### src/rtl/reg_arb_pkg.sv
// reg_arb_pkg: shared types and constants for the register-bank arbiter.
//   arb_state_t : arbiter FSM states
//   ARB_RR      : round-robin arbitration mode
//   ARB_FIXED   : fixed-priority arbitration mode (host 0 highest)
//   idx_w()     : width of a host index, at least one bit
package reg_arb_pkg;

   typedef enum logic [1:0] {
      IDLE,
      ISSUE,
      WAIT,
      RESP
   } arb_state_t;

   localparam int unsigned ARB_RR    = 0;
   localparam int unsigned ARB_FIXED = 1;

   function automatic int unsigned idx_w(input int unsigned n);
      return (n > 1) ? $clog2(n) : 1;
   endfunction

endpackage

### src/rtl/reg_bank_arbiter_rr_picker.sv
// rr_picker: combinational masked priority select.
//   pending : request bits, one per host
//   ptr     : round-robin start index (ignored in fixed-priority mode)
//   valid   : at least one pending bit is set
//   index   : selected host; first pending at or after ptr (wrapping),
//             or lowest pending index in fixed-priority mode
module rr_picker
   import reg_arb_pkg::*;
#(
   parameter int unsigned N    = 2,
   parameter int unsigned MODE = ARB_RR
) (
   input  logic [N-1:0]           pending,
   input  logic [idx_w(N)-1:0]    ptr,
   output logic                   valid,
   output logic [idx_w(N)-1:0]    index
);

   localparam int unsigned W = idx_w(N);

   always_comb begin
      int unsigned start;
      int unsigned idx;
      valid = 1'b0;
      index = '0;
      start = (MODE == ARB_FIXED) ? 32'd0 : 32'(ptr);
      idx   = 0;
      for (int unsigned k = 0; k < N; k++) begin
         idx = (start + k) % N;
         if (!valid && pending[idx]) begin
            valid = 1'b1;
            index = W'(idx);
         end
      end
   end

endmodule

### src/rtl/reg_bank_arbiter.sv
// reg_bank_arbiter: N-host arbiter in front of reg_bank (host 0 = SPI, host 1 = I2C).
//   clk, rstb         : clock, asynchronous active-low reset
//   ena               : low blocks new grants; in-flight access completes
//   host_req          : 1-cycle request strobe per host, queued as pending bits
//   host_wr_rdn/addr/wdata : per-host access fields, packed, held by host until done
//   host_done/err     : 1-cycle completion pulse (and error flag) to issuing host
//   host_rdata        : broadcast read data, valid with host_done
//   bank_we/re        : 1-cycle strobes to the bank
//   bank_addr/wdata   : registered, held for the access and in IDLE
//   bank_rdata/ack/err: bank response, looked at only in WAIT
//   ovf_clr, ovf      : sticky overflow (req while already pending), set wins over clear
//   busy, grant       : FSM not IDLE, index of host being served
module reg_bank_arbiter
   import reg_arb_pkg::*;
#(
   parameter int unsigned N_HOSTS  = 2,
   parameter int unsigned REG_W    = 8,
   parameter int unsigned ADDR_W   = 8,
   parameter int unsigned ARB_MODE = ARB_RR,
   parameter int unsigned TIMEOUT  = 15
) (
   input  logic                        clk,
   input  logic                        rstb,
   input  logic                        ena,
   input  logic [N_HOSTS-1:0]          host_req,
   input  logic [N_HOSTS-1:0]          host_wr_rdn,
   input  logic [N_HOSTS*ADDR_W-1:0]   host_addr,
   input  logic [N_HOSTS*REG_W-1:0]    host_wdata,
   output logic [N_HOSTS-1:0]          host_done,
   output logic [N_HOSTS-1:0]          host_err,
   output logic [REG_W-1:0]            host_rdata,
   output logic                        bank_we,
   output logic                        bank_re,
   output logic [ADDR_W-1:0]           bank_addr,
   output logic [REG_W-1:0]            bank_wdata,
   input  logic [REG_W-1:0]            bank_rdata,
   input  logic                        bank_ack,
   input  logic                        bank_err,
   input  logic                        ovf_clr,
   output logic [N_HOSTS-1:0]          ovf,
   output logic                        busy,
   output logic [idx_w(N_HOSTS)-1:0]   grant
);

   localparam int unsigned GW = idx_w(N_HOSTS);
   localparam int unsigned CW = $clog2(TIMEOUT + 1);

   arb_state_t         state, state_nxt;
   logic [N_HOSTS-1:0] pending;
   logic [N_HOSTS-1:0] resp_sel;
   logic [N_HOSTS-1:0] req_dup;
   logic [N_HOSTS-1:0] req_acc;
   logic [N_HOSTS-1:0] pick_pend;
   logic [GW-1:0]      rr_ptr;
   logic               pick_valid;
   logic [GW-1:0]      pick_index;
   logic               wr_q;
   logic               err_q;
   logic [CW-1:0]      wait_cnt;
   logic               take;
   logic               timed_out;

   // A host finishing in RESP frees its slot this cycle, so a new req from it is
   // accepted rather than counted as an overflow.
   assign resp_sel  = (state == RESP) ? (N_HOSTS'(1) << grant) : '0;
   assign req_dup   = host_req & pending & ~resp_sel;
   assign req_acc   = host_req & ~req_dup;
   // Same-cycle requests can win the grant directly from IDLE.
   assign pick_pend = pending | req_acc;
   assign timed_out = (wait_cnt == CW'(TIMEOUT - 1));

   rr_picker #(
      .N    (N_HOSTS),
      .MODE (ARB_MODE)
   ) u_picker (
      .pending (pick_pend),
      .ptr     (rr_ptr),
      .valid   (pick_valid),
      .index   (pick_index)
   );

   always_comb begin
      state_nxt = state;
      take      = 1'b0;
      unique case (state)
         IDLE: begin
            if (ena && pick_valid) begin
               take      = 1'b1;
               state_nxt = ISSUE;
            end
         end
         ISSUE: state_nxt = WAIT;
         WAIT: begin
            if (bank_ack || bank_err || timed_out) state_nxt = RESP;
         end
         RESP:    state_nxt = IDLE;
         default: state_nxt = IDLE;
      endcase
   end

   always_ff @(posedge clk or negedge rstb) begin
      if (!rstb) begin
         state      <= IDLE;
         pending    <= '0;
         ovf        <= '0;
         rr_ptr     <= '0;
         grant      <= '0;
         wr_q       <= 1'b0;
         err_q      <= 1'b0;
         wait_cnt   <= '0;
         bank_we    <= 1'b0;
         bank_re    <= 1'b0;
         bank_addr  <= '0;
         bank_wdata <= '0;
         host_rdata <= '0;
      end else begin
         state   <= state_nxt;
         pending <= (pending & ~resp_sel) | req_acc;
         ovf     <= (ovf & ~{N_HOSTS{ovf_clr}}) | req_dup;
         bank_we <= 1'b0;
         bank_re <= 1'b0;

         if (take) begin
            grant      <= pick_index;
            wr_q       <= host_wr_rdn[pick_index];
            bank_addr  <= host_addr[32'(pick_index)*ADDR_W +: ADDR_W];
            bank_wdata <= host_wdata[32'(pick_index)*REG_W +: REG_W];
         end

         if (state == ISSUE) begin
            bank_we  <= wr_q;
            bank_re  <= ~wr_q;
            wait_cnt <= '0;
         end

         if (state == WAIT) begin
            wait_cnt <= wait_cnt + CW'(1);
            if (bank_err) begin
               err_q <= 1'b1;
            end else if (bank_ack) begin
               err_q <= 1'b0;
               if (!wr_q) host_rdata <= bank_rdata;
            end else if (timed_out) begin
               err_q <= 1'b1;
            end
         end

         if (state == RESP) begin
            rr_ptr <= (grant == GW'(N_HOSTS - 1)) ? '0 : grant + GW'(1);
         end
      end
   end

   assign host_done = resp_sel;
   assign host_err  = err_q ? resp_sel : '0;
   assign busy      = (state != IDLE);

endmodule
### config.mk
export PLATFORM = sky130hd
export DESIGN_NAME = reg_bank_arbiter
export DESIGN_NICKNAME = d
export VERILOG_FILES = /design/src/rtl/reg_arb_pkg.sv /design/src/rtl/reg_bank_arbiter_rr_picker.sv /design/src/rtl/reg_bank_arbiter.sv
export SDC_FILE = /design/constraint.sdc
export NUM_CORES = 1
export LEC_CHECK = 0
export BUFFER_PORTS_ARGS = -buffer_cell sky130_fd_sc_hd__buf_2
export CAP_MARGIN = 20
export CORE_MARGIN = 10
export CORE_UTILIZATION = 41
export CTS_CLUSTER_SIZE = 10
export DETAILED_ROUTE_END_ITERATION = 8
export MAX_ROUTING_LAYER = met4
export PLACE_DENSITY = 0.79
export SYNTH_ARGS = -nofsm -noshare
export SYNTH_HDL_FRONTEND = slang
export SYNTH_SLANG_ARGS = --single-unit
### constraint.sdc
create_clock -name clk -period 5.4 [get_ports clk]
set_input_delay 0.27 -clock clk [delete_from_list [all_inputs] [get_ports clk]]
set_output_delay 0.27 -clock clk [all_outputs]
set_load 0.005 [all_outputs]
==> results of run 1 <==
worst register-to-register path, cell delays in order (launching register included):
cell and delay [ns]:
dfrtp_1 0.42, inv_1 0.10, ha_1 0.63, and2_4 0.41
mux2_4 0.32
registers in the layout, summed over array words and instances, names as in the netlist:
register	count
wr_q	1
err_q	1
pending	2
grant	1
ovf	2
state	2
bank_wdata	8
bank_addr	8
wait_cnt	4
bank_we	1
rr_ptr	1
host_rdata	8
bank_re	1
area by class of cell:
type / count / area share
multi-input cells: 122 / 0.3404
inverters: 12 / 0.01779
repair buffers: 85 / 0.1700
clock inverters: 1 / 0.01186
well taps: 54 / 0.02668
clock buffers: 7 / 0.03804
flip-flops and latches: 40 / 0.3953
metal layers:
layer  vias up  wire, µm  part of all wire  GRT usage
met4         0        12            0.0024    0.02312
met2        57      2397              0.48     0.2112
li1        834         -                 -          -
met1       779      2190              0.44     0.1460
met3         2       352             0.071    0.04467
met5         -         0                 0          -
layout by cell type, fill, tap and decap left out:
cell       netlist  routed
buf_2            0      83
dfrtp_1         40      40
o21ai_0         21      21
a21oi_1         18      18
a31oi_1         18      18
nand3b_1        17      17
inv_1           12      12
mux2_2           8       8
clkbuf_8         0       7
ha_1             6       6
nand3_1          5       5
nand2_1          3       3
mux2i_1          3       3
and2_1           2       2
a21o_1           2       2
nor2b_1          2       2
nor2_1           2       2
buf_4            0       2
nand2b_1         1       1
and3_1           1       1
o2bb2ai_1        1       1
o41a_1           1       1
and2_4           1       1
o21bai_1         1       1
o21ba_2          1       1
nor3b_1          1       1
a2bb2oi_1        1       1
o22a_1           1       1
nor4b_4          1       1
a22o_1           1       1
o31ai_1          1       1
mux2_4           1       1
a31o_2           1       1
bufinv_16        0       1
synth_stat cells:
master and count:
o22a_1 1, mux2_4 1, inv_1 12, clkbuf_1 8
o21bai_1 1, nand2b_1 1, o21ba_2 1, a31o_2 1
mux2i_1 3, a22o_1 1, nor3b_1 1, buf_6 3
a21oi_1 18, a2bb2oi_1 1, nand3b_1 17, nor4b_4 1
and2_4 1, nand3_1 5, nor2_1 2, and3_1 1
o41a_1 1, a21o_1 2, o2bb2ai_1 1, o31ai_1 1
mux2_2 8, nor2b_1 2, a31oi_1 18, o21ai_0 21
nand2_1 3, ha_1 6, dfrtp_1 40, and2_1 2
per-stage QoR:
step / area, µm² / total power, mW / util / std cells / hold WS, ns
3_3_place_gp: 2399 / 1.082 / 0.5112 / 312 / 0.4345
6_report: 2532 / 1.348 / 0.5397 / 321 / 0.09710
4_1_cts: 2532 / 1.370 / 0.5397 / 321 / 0.1226
2_1_floorplan: 1972 / 0.8718 / - / 185 / -0.02559
5_1_grt: 2532 / 1.466 / 0.5397 / 321 / 0.1574
3_5_place_dp: 2406 / 1.107 / 0.5128 / 313 / 0.4322
power breakdown:
group / internal [mW] / leakage [nW] / switching, mW
logic: 0.267 / 0.693 / 0.307
registers: 0.433 / 0.469 / 0.0802
clock network: 0.163 / 0.0645 / 0.0981
how the worst max path moves through the flow:
stage	slack, ns	end	depth (start not counted)
floorplan	3.62	host_rdata[0]	5
global placement	3.48	host_rdata[0]	5
detailed placement	3.41	host_rdata[6]	5
CTS	3.39	host_rdata[6]	5
global route	3.29	host_rdata[1]	5
finish	3.40	busy	4
cells by family (layout without fill, tap and decap cells):
group	count (synthesis)	after routing	synth area share
AO/OA/AOI/OAI	68	68	0.2043
flip-flops	40	40	0.5076
AND/OR/NAND/NOR	36	36	0.1263
buffers and inverters	23	105	0.05520
multiplexers	12	12	0.06853
adder cells (fa/ha/maj)	6	6	0.03807
==> insert_results.sql, run 1 <==
INSERT INTO impl_metrics (metric_group, metric, value, unit) VALUES
('pwr', 'vdd.ir_drop.worst', '0.0002131', 'V'),
('clock_tree', 'tritoncts_num_sinks', '40', ''),
('clock_tree', 'clock_tree_root_buffer_cell', 'clkbuf_8', ''),
('route', 'detailroute.via_count', '1672', ''),
('grt', 'grt_first_pass_wirelength', '7.852', 'mm'),
('sta', 'clock-skew-final', '0.007147', 'ns'),
('clock_tree', 'cts_made_buffers', '5', ''),
('grt', 'globalRoute.totalOverflow', '0', ''),
('yosys', 'yosys-top-cells-area', 'dfrtp_1 51%, nand3b_1 6.5%, a31oi_1 5.7%', ''),
('layout', 'sequential_standard_cell_area', '0.001001', 'mm²'),
('placed_design', 'gpl_wtd_cong', '0.8778', ''),
('sta', 'max_freq', '501.2', 'MHz'),
('floorplan', 'initial_core_util', '0.4203', ''),
('worst_setup_path', 'critical_path.top_delay_family', 'adder cells', ''),
('worst_setup_path', 'cp_num_buf_inv', '3', ''),
('route', 'first_iter_violations', '37', ''),
('sta', 'grt_setup_unrepaired', 'false', ''),
('clock_tree', 'worst_path_clk_slew', '0.08', 'ns'),
('worst_setup_path', 'critical_path_peak_fanout', '20', ''),
('grt', 'antenna_found_initial', '0', ''),
('clock_tree', 'h-tree-depth', '2', ''),
('route', 'routed_wl', '4.952', 'mm'),
('floorplan', 'ioPinCount', '84', ''),
('worst_setup_path', 'ff2ff_path_depth', '4', ''),
('route', 'post_drt_wl_per_cell', '15.43', 'µm'),
('worst_setup_path', 'rr_endpoint', 'grant', ''),
('route', 'detailedRoute.firstPassIterationCount', '4', ''),
('sta', 'slew_violations', '0', ''),
('floorplan', 'die_outline_height', '89.35', 'µm'),
('sta', 'timing.final.hold_violations', '0', ''),
('worst_setup_path', 'worstSetupStartpoint', 'state[0]', ''),
('layout', 'layout.filler_cells', '451', ''),
('yosys', 'synth_top_cell_by_area', 'dfrtp_1', ''),
('layout', 'multi_input_comb_area', '862.1', 'µm²'),
('yosys', 'area_share_of_the_leading_cell_type_in_the_synthesized_netlist', '0.5076', ''),
('clock_tree', 'postCtsSetupBuffers', '0', ''),
('clock_tree', 'tritoncts', 'done', ''),
('worst_setup_path', 'regToRegSetupSlack', '3.42', 'ns'),
('yosys', 'synth.net_count', '241', ''),
('worst_setup_path', 'criticalPathCategory', 'reg2out', ''),
('floorplan', 'die_x', '89.35', 'µm'),
('layout', 'nets', '322', ''),
('sta', 'max-slew-margin-rel', '0.4267', ''),
('clock_tree', 'cts-resized-gates', '0', ''),
('yosys', 'post_synth_instance_area', '0.001972', 'mm²'),
('run_status', 'run_status', 'complete, no violations', ''),
('yosys', 'ys_warn_count', '0', ''),
('worst_setup_path', 'data_arrival_time_at_the_worst_slack_endpoint', '1.73', 'ns'),
('yosys', 'syn-instance-count', '185', ''),
('worst_setup_path', 'largest_stage_delay_on_the_critical_path', '0.63', 'ns'),
('clock_tree', 'clock_insertion_delay_worst_skew', '0.29', 'ns'),
('floorplan', 'core', '0.004692', 'mm²'),
('worst_setup_path', 'setup.worst_path.end_class', 'primary output', ''),
('worst_setup_path', 'timing.critical_path.required', '5.13', 'ns'),
('yosys', 'synthesis.area_per_instance', '10.66', 'µm²'),
('grt', 'grt_pass1_vias', '1735', ''),
('sta', 'timing.final.crit_period', '1.995', 'ns'),
('sta', 'fin_ws', '3.405', 'ns'),
('worst_setup_path', 'worst_path_max_delay_cell', 'ha_1', ''),
('grt', 'largest_net_degree_at_the_start_of_global_routing', '41', ''),
('route', 'routed_vias_inst', '5.209', ''),
('yosys', 'synth_seq_area_share', '0.5076', ''),
('worst_setup_path', 'startpoint_of_the_most_critical_register_to_register_path', 'state[0]', ''),
('route', 'postRouteAntennaNets', '0', ''),
('sta', 'tightest_slew', '0.8600', 'ns'),
('sta', 'finalSetupViolations', '0', ''),
('yosys', 'ys_types', '32', ''),
('worst_setup_path', 'timing.critical_path.from_type', 'flip-flop', ''),
('floorplan', 'fp.dieArea', '0.007983', 'mm²'),
('layout', 'antennaDiodeCount', '0', ''),
('placed_design', 'hpwlAfterDp', '3.891', 'mm');
No activity file was read; power rests on OpenSTA's default activity.
==> inputs of run 2 (changes only) <==
- ABC_AREA: default -> 1
- clock period: 5.4 -> 2.05 ns (I/O delays scaled with it)
==> run 2 against run 1 <==
Net effect: via count is 15% higher; cell count rose by 31%; setup slack worse by 3.0 ns; critical path depth up 3; count of clock-buffer cells in the layout did not move; cell area is 5.1% higher; global-route usage increased by 0.54 points; worst hold slack got worse by 0.081 ns; clock power grew to 2.6 times the previous value; critical path type is now reg2reg; critical endpoint is now host_rdata[5].
==> insert_results.sql, run 2 <==
INSERT INTO impl_metrics (metric_group, metric, value, unit) VALUES
('layout', 'layout.filler_cells', '460', ''),
('clock_tree', 'cts-resized-gates', '0', ''),
('floorplan', 'die_outline_height', '90.92', 'µm'),
('placed_design', 'detailedPlace.worstSlack', '0.4392', 'ns'),
('route', 'routed_vias_inst', '4.584', ''),
('route', 'first_iter_violations', '44', ''),
('clock_tree', 'clock_tree_root_buffer_cell', 'clkbuf_8', ''),
('worst_setup_path', 'ff2ff_path_depth', '7', ''),
('route', 'detailroute.via_count', '1930', ''),
('sta', 'slew_violations', '0', ''),
('yosys', 'yosysMostFrequentCell', 'nand2_1', ''),
('grt', 'grtUsageTotal', '0.1324', ''),
('yosys', 'ys_warn_count', '0', ''),
('yosys', 'synth.net_count', '322', ''),
('sta', 'max_freq', '626.3', 'MHz'),
('clock_tree', 'tritoncts_num_sinks', '40', ''),
('yosys', 'synth_adder_area_share', '0.03641', ''),
('floorplan', 'rows', '25', ''),
('clock_tree', 'clock_insertion_delay_worst_skew', '0.29', 'ns'),
('yosys', 'synth_top_family_by_area', 'simple AND/OR/NAND/NOR gates', ''),
('yosys', 'multiplexer_share_of_the_synthesized_area', '0', ''),
('worst_setup_path', 'timing.critical_path.required', '2.23', 'ns'),
('layout', 'antennaDiodeCount', '0', ''),
('clock_tree', 'postCtsSetupBuffers', '0', ''),
('clock_tree', 'cts_made_buffers', '5', ''),
('yosys', 'synthesized_area_fraction_occupied_by_and_or_nand_nor_cells', '0.3180', ''),
('clock_tree', 'worst_path_clk_slew', '0.07', 'ns'),
('clock_tree', 'tritoncts', 'done', ''),
('min_path', 'hold_path_class', 'in2reg', ''),
('sta', 'clock-skew-final', '0.003894', 'ns'),
('grt', 'globalRoute.totalOverflow', '0', ''),
('pwr', 'leakagePower', '1.651', 'nW'),
('clock_tree', 'maximum_clock_path_buffer_count', '2', ''),
('sta', 'grt_setup_unrepaired', 'false', ''),
('yosys', 'synth_top_cell_by_area', 'dfrtp_1', ''),
('clock_tree', 'cts-hold-fix-buffers', '1', ''),
('route', 'postRouteAntennaNets', '0', ''),
('floorplan', 'die_x', '90.92', 'µm'),
('sta', 'fin_ws', '0.4534', 'ns'),
('yosys', 'asyncSetResetFlopFracSynth', '1.000', ''),
('sta', 'max-slew-margin-rel', '0.4147', ''),
('floorplan', 'initial_core_util', '0.4308', ''),
('clock_tree', 'h-tree-depth', '2', ''),
('route', 'post_drt_wl_per_cell', '12.40', 'µm'),
('grt', 'grt_pass1_vias', '1942', ''),
('yosys', 'syn-instance-count', '266', ''),
('yosys', 'synth_seq_area_share', '0.4854', ''),
('yosys', 'ys_types', '23', ''),
('worst_setup_path', 'setup.worst_path.end_class', 'flip-flop', ''),
('run_status', 'run_status', 'complete, no violations', ''),
('sta', 'timing.final.crit_period', '1.597', 'ns'),
('sta', 'tightest_slew', '0.8779', 'ns'),
('floorplan', 'fp.dieArea', '0.008266', 'mm²'),
('yosys', 'yosys-top-cells-area', 'dfrtp_1 49%, nand2_1 15%, nand3_1 12%', ''),
('sta', 'period_share', '0.7788', ''),
('layout', 'syn_to_final_growth', '29.13', '%'),
('sta', 'timing.final.hold_violations', '0', ''),
('placed_design', 'gpl_wtd_cong', '0.7810', ''),
('pwr', 'design_power_total', '3.514', 'mW'),
('pwr', 'power_density', '1320', 'mW/mm²'),
('route', 'detailedRoute.firstPassIterationCount', '4', ''),
('layout', 'sequential_standard_cell_area', '0.001001', 'mm²'),
('yosys', 'synthesis.area_per_instance', '7.752', 'µm²'),
('worst_setup_path', 'criticalPathCategory', 'reg2reg', ''),
('grt', 'largest_net_degree_at_the_start_of_global_routing', '41', ''),
('yosys', 'list_of_most_frequent_post_synthesis_cells', '85 x nand2_1, 52 x inv_1, 49 x nand3_1', ''),
('yosys', 'synth-compound-area-share', '0.02973', ''),
('yosys', 'synth_enable_flop_cells', '0', ''),
('yosys', 'post_synth_instance_area', '0.002062', 'mm²'),
('placed_design', 'hpwlAfterDp', '4.067', 'mm'),
('layout', 'multi_input_comb_area', '800.8', 'µm²'),
('min_path', 'worstHoldPathCells', '2', ''),
('worst_setup_path', 'timing.critical_path.from_type', 'flip-flop', ''),
('sta', 'timing.setup.tns', '0', 'ns'),
('grt', 'grt_first_pass_wirelength', '8.880', 'mm'),
('yosys', 'area_share_of_the_leading_cell_type_in_the_synthesized_netlist', '0.4854', ''),
('sta', 'finalSetupViolations', '0', ''),
('flow_run', 'drv.max_cap_violation_count', '0', ''),
('yosys', 'synthXorXnorAreaFrac', '0.004248', ''),
('yosys', 'ys_ff_latch', '40', ''),
('worst_setup_path', 'critical_path_peak_fanout', '10', ''),
('layout', 'nets', '409', ''),
('pwr', 'vdd.ir_drop.worst', '0.0008567', 'V'),
('layout', 'layout.cells.most_common', 'nand2_1', ''),
('worst_setup_path', 'data_arrival_time_at_the_worst_slack_endpoint', '1.77', 'ns'),
('route', 'drt_drc_violations_left', '0', ''),
('layout', 'reg_top3', 'bank_addr x8, bank_wdata x8, host_rdata x8', ''),
('layout', 'drive_gt1_frac', '0.2853', ''),
('floorplan', 'ioPinCount', '84', ''),
('route', 'routed_wl', '5.222', 'mm'),
('floorplan', 'core', '0.004786', 'mm²'),
('placed_design', 'io_buffers', '83', ''),
('grt', 'antenna_found_initial', '0', ''),
('layout', 'commonest_cells_after_routing_fill_and_taps_aside', '85 x nand2_1, 83 x buf_2, 52 x inv_1', ''),
('yosys', 'yosys_most_used_dff', 'dfrtp_1', '');
run 2: cell count changes after synthesis, sizes merged, moves of 9 or more:
cell,before,now
a21oi,18,3
o21ai,21,3
nand3,5,49
a31oi,18,0
inv,12,55
nand2,3,87
nand3b,17,0
mux2,9,0
run 2: cells by family (layout without fill, tap and decap cells):
kind of cell | Yosys count | after routing
compound gates | 9 | 9
fa+ha+maj | 6 | 6
simple gates | 148 | 148
xor+xnor | 1 | 1
buf+inv | 62 | 150
flops | 40 | 40
run 2: cell type report:
class | count | area share
multi-input combinational | 164 | 0.3008
timing repair buffer | 86 | 0.1654
tap | 67 | 0.03149
clock buffer | 7 | 0.03618
clock inverter | 1 | 0.01128
sequential | 40 | 0.3759
inverter | 56 | 0.07895
run 2: worst max-delay path, stage by stage (launching register included):
cell and delay, ns:
dfrtp_1 0.42, inv_1 0.10, ha_1 0.24, inv_2 0.08
nor3_4 0.37, nand2_4 0.13, nand2_1 0.09, nand2_1 0.05
run 2: power by group:
part           total (mW)  switching [mW]  leakage [nW]  internal [mW]
logic                1.48           0.893          1.10          0.590
clock network       0.691           0.261        0.0645          0.429
registers            1.34           0.206         0.490           1.13
total                3.51            1.36          1.65           2.15
run 2: worst paths after layout:
check                              start            end  slack, ns
setup reg to reg                state[0]  host_rdata[5]       0.45
min in group asynchronous           rstb  host_rdata[6]       0.47
max in group asynchronous           rstb         rr_ptr       1.03
hold reg to reg            host_rdata[1]  host_rdata[1]       0.47
setup / recovery                state[0]  host_rdata[5]       0.45
hold / removal                   ovf_clr         ovf[0]       0.02
run 2: metal layers:
metal  vias to the layer above  track usage  wire length, µm
li1                        984            -                -
met1                       889       0.1602             2474
met2                        53       0.2085             2431
met3                         4      0.03408              262
met4                         0      0.04700               54
met5                         -            -                0
run 2: stage by stage:
| stage | area (µm²) | util | cells | hold slack [ns] |
|---|---|---|---|---|
| after global placement | 2526 | 0.5278 | 412 | 0.2695 |
| after floorplan | 2062 | - | 266 | -0.1931 |
| final | 2663 | 0.5563 | 421 | 0.01593 |
| after CTS | 2663 | 0.5563 | 421 | 0.005104 |
| after global routing | 2663 | 0.5563 | 421 | 0.02483 |
| after detailed placement | 2526 | 0.5278 | 412 | 0.2877 |
==> inputs of run 3 (changes only) <==
- ABC_AREA: 1 -> 0
- PLACE_DENSITY: 0.79 -> 0.82
- clock period: 2.05 -> 1.4 ns (I/O delays scaled with it)
==> run 3 against run 2 <==
Net effect: critical endpoint unchanged; first-iteration DRC count grew 84%; via count down 4.5%; largest cell class is now multi-input combinational cells; register-to-register slack lost 0.53 ns; die area shrank 3.4%; worst hold slack got worse by 0.0062 ns; cell area up 19%; the flow now finishes with violations (negative setup slack).
==> insert_results.sql, run 3 (synthesis gave the netlist of run 1 again) <==
INSERT INTO impl_metrics (metric_group, metric, value, unit) VALUES
('layout', 'commonest_cells_after_routing_fill_and_taps_aside', '81 x buf_2, 40 x dfrtp_1, 17 x nand3b_1', ''),
('route', 'drt_drc_violations_left', '0', ''),
('layout', 'layout.filler_cells', '342', ''),
('worst_setup_path', 'data_arrival_time_at_the_worst_slack_endpoint', '1.66', 'ns'),
('placed_design', 'placed_cell_area', '0.002565', 'mm²'),
('placed_design', 'io_buffers', '83', ''),
('worst_setup_path', 'startpoint_of_the_most_critical_register_to_register_path', 'state[0]', ''),
('layout', 'reg_top3', 'bank_addr x8, bank_wdata x8, host_rdata x8', ''),
('worst_setup_path', 'worstSetupStartpoint', 'state[0]', ''),
('grt', 'largest_net_degree_at_the_start_of_global_routing', '22', ''),
('floorplan', 'ioPinCount', '84', ''),
('worst_setup_path', 'timing.critical_path.required', '1.58', 'ns'),
('clock_tree', 'cts_made_buffers', '5', ''),
('placed_design', 'gpl_wtd_cong', '0.7831', ''),
('worst_setup_path', 'worst_path_max_delay_cell', 'dfrtp_1', ''),
('worst_setup_path', 'critical_path_peak_fanout', '8', ''),
('placed_design', 'post_placement_cell_count', '330', ''),
('floorplan', 'initial_core_util', '0.4203', ''),
('grt', 'antenna_found_initial', '0', ''),
('floorplan', 'core', '0.004692', 'mm²'),
('sta', 'grt_setup_unrepaired', 'true', ''),
('sta', 'tightest_slew', '0.4911', 'ns'),
('worst_setup_path', 'largest_stage_delay_on_the_critical_path', '0.39', 'ns'),
('sta', 'fin_ws', '-0.07731', 'ns'),
('route', 'postRouteAntennaNets', '0', ''),
('pwr', 'vdd.ir_drop.worst', '0.001241', 'V'),
('route', 'routed_vias_inst', '5.314', ''),
('run_status', 'run_status', 'finished with violations', ''),
('worst_setup_path', 'timing.critical_path.from_type', 'flip-flop', ''),
('worst_setup_path', 'rr_endpoint', 'host_rdata[5]', ''),
('route', 'first_iter_violations', '81', ''),
('min_path', 'hold_path_class', 'in2reg', ''),
('grt', 'globalRoute.totalOverflow', '0', ''),
('route', 'detailroute.via_count', '1844', ''),
('floorplan', 'rows', '25', ''),
('layout', 'drive_gt1_frac', '0.5700', ''),
('clock_tree', 'clock_insertion_delay_worst_skew', '0.29', 'ns'),
('clock_tree', 'tritoncts_num_sinks', '40', ''),
('sta', 'period_share', '1.055', ''),
('layout', 'nets', '348', ''),
('grt', 'grt_first_pass_wirelength', '9.246', 'mm'),
('layout', 'layout.cells.most_common', 'buf_2', ''),
('pwr', 'design_power_total', '6.724', 'mW'),
('worst_setup_path', 'regToRegSetupSlack', '-0.08', 'ns'),
('layout', 'finalNonFillerCells', '347', ''),
('placed_design', 'detailedPlace.worstSlack', '-0.1512', 'ns'),
('run_status', 'violated_checks', 'negative setup slack', ''),
('worst_setup_path', 'setup.worst_path.end_class', 'flip-flop', ''),
('grt', 'grtUsageTotal', '0.1485', ''),
('placed_design', 'hpwlAfterDp', '4.196', 'mm'),
('layout', 'syn_to_final_growth', '60.34', '%'),
('route', 'routed_wl', '5.980', 'mm'),
('clock_tree', 'worst_path_clk_slew', '0.08', 'ns'),
('clock_tree', 'clock_tree_root_buffer_cell', 'clkbuf_8', ''),
('clock_tree', 'tritoncts', 'done', ''),
('sta', 'timing.final.crit_period', '1.477', 'ns'),
('floorplan', 'die_outline_height', '89.35', 'µm'),
('floorplan', 'die_x', '89.35', 'µm'),
('sta', 'clock-skew-final', '0.008945', 'ns'),
('pwr', 'power_density', '2127', 'mW/mm²'),
('flow_run', 'drv.max_cap_violation_count', '0', ''),
('worst_setup_path', 'criticalPathCategory', 'reg2reg', ''),
('clock_tree', 'maximum_clock_path_buffer_count', '2', ''),
('grt', 'grt_pass1_vias', '2000', ''),
('route', 'post_drt_wl_per_cell', '17.23', 'µm'),
('floorplan', 'fp.dieArea', '0.007983', 'mm²'),
('worst_setup_path', 'timing.critical_path.cells', 'inv_2, ha_4, inv_4, nor4b_4, buf_6, mux2_4', ''),
('sta', 'max_freq', '676.9', 'MHz'),
('worst_setup_path', 'ff2ff_path_depth', '6', ''),
('sta', 'slew_violations', '0', ''),
('pwr', 'leakagePower', '1.428', 'nW'),
('layout', 'antennaDiodeCount', '0', ''),
('clock_tree', 'h-tree-depth', '2', ''),
('sta', 'timing.setup.tns', '-0.7385', 'ns'),
('layout', 'stdcell_area', '0.003162', 'mm²'),
('worst_setup_path', 'worst_setup_path_endpoint', 'host_rdata[5]', ''),
('route', 'detailedRoute.firstPassIterationCount', '4', ''),
('sta', 'max-slew-margin-rel', '0.6726', ''),
('sta', 'finalSetupViolations', '16', ''),
('sta', 'timing.final.hold_violations', '0', '');
==> run 3: cell count changes in the layout (fill, tap and decap cells not counted), moves of 8 or more <==
cell / previous run / this run
nand3b_1: 0 / 17
buf_6: 0 / 8
inv_1: 52 / 7
o21ai_0: 1 / 9
nand2_1: 85 / 2
o21ai_1: 1 / 11
buf_4: 2 / 16
nand3_1: 49 / 4
a31oi_4: 0 / 11
mux2_4: 0 / 9
==> run 3: timing repair <==
item / CTS / global route
hold endpoints to repair: 21 / 0
pin swaps: 10 / 4
cloned: 1 / 1
hold buffers: 2 / 0
resized for setup: 24 / 55
setup endpoints to repair: 32 / 38
setup buffers: 5 / 2
==> run 3: per-layer routing <==
metal | part of all wire | vias up | GRT usage
li1 | - | 885 | -
met1 | 0.41 | 893 | 0.1756
met2 | 0.52 | 57 | 0.2482
met3 | 0.053 | 9 | 0.02735
met4 | 0.012 | 0 | 0.05058
met5 | 0 | - | -
==> run 3: layout make-up <==
type / instances / area [µm²] / area share
sequential: 40 / 1001 / 0.3166
clock buffer: 6 / 82.58 / 0.02612
timing repair buffer: 111 / 715.7 / 0.2264
tap: 54 / 67.56 / 0.02137
inverter: 12 / 52.55 / 0.01662
multi-input combinational: 122 / 1204 / 0.3807
clock inverter: 2 / 38.79 / 0.01227
==> run 3: per-stage QoR <==
step                utilization  hold slack [ns]
finish                   0.6739         0.009689
global route             0.6739         0.005663
CTS                      0.6067         0.006863
detailed placement       0.5467          0.04872
global placement         0.5467          0.04498
floorplan                     -          -0.2256
==> run 3: power breakdown <==
part | switching, mW | leakage [nW] | internal [mW] | total [mW]
registers | 0.369 | 0.469 | 1.67 | 2.04
clock network | 0.404 | 0.0614 | 0.583 | 0.987
logic | 1.80 | 0.898 | 1.90 | 3.70
==> run 3: how the worst min path moves through the flow <==
stage | slack (ns) | start | end | cells past startpoint
after CTS | 0.007 | bank_rdata[2] | host_rdata[2] | 2
after detailed placement | 0.05 | rstb | host_rdata[4] | 1
after global placement | 0.04 | rstb | host_rdata[4] | 1
after global routing | 0.006 | bank_rdata[0] | host_rdata[0] | 2
final | 0.01 | bank_rdata[2] | host_rdata[2] | 2
after floorplan | -0.23 | rstb | bank_addr[0] | 0
==> run 3: worst max-delay path: cells and delay by family, from the launching register on <==
family / cells / cell delay (ns)
adders and majority gates: 1 / 0.14
buffers and inverters: 3 / 0.31
DFF: 1 / 0.39
muxes: 1 / 0.31
and+or+nand+nor: 1 / 0.21
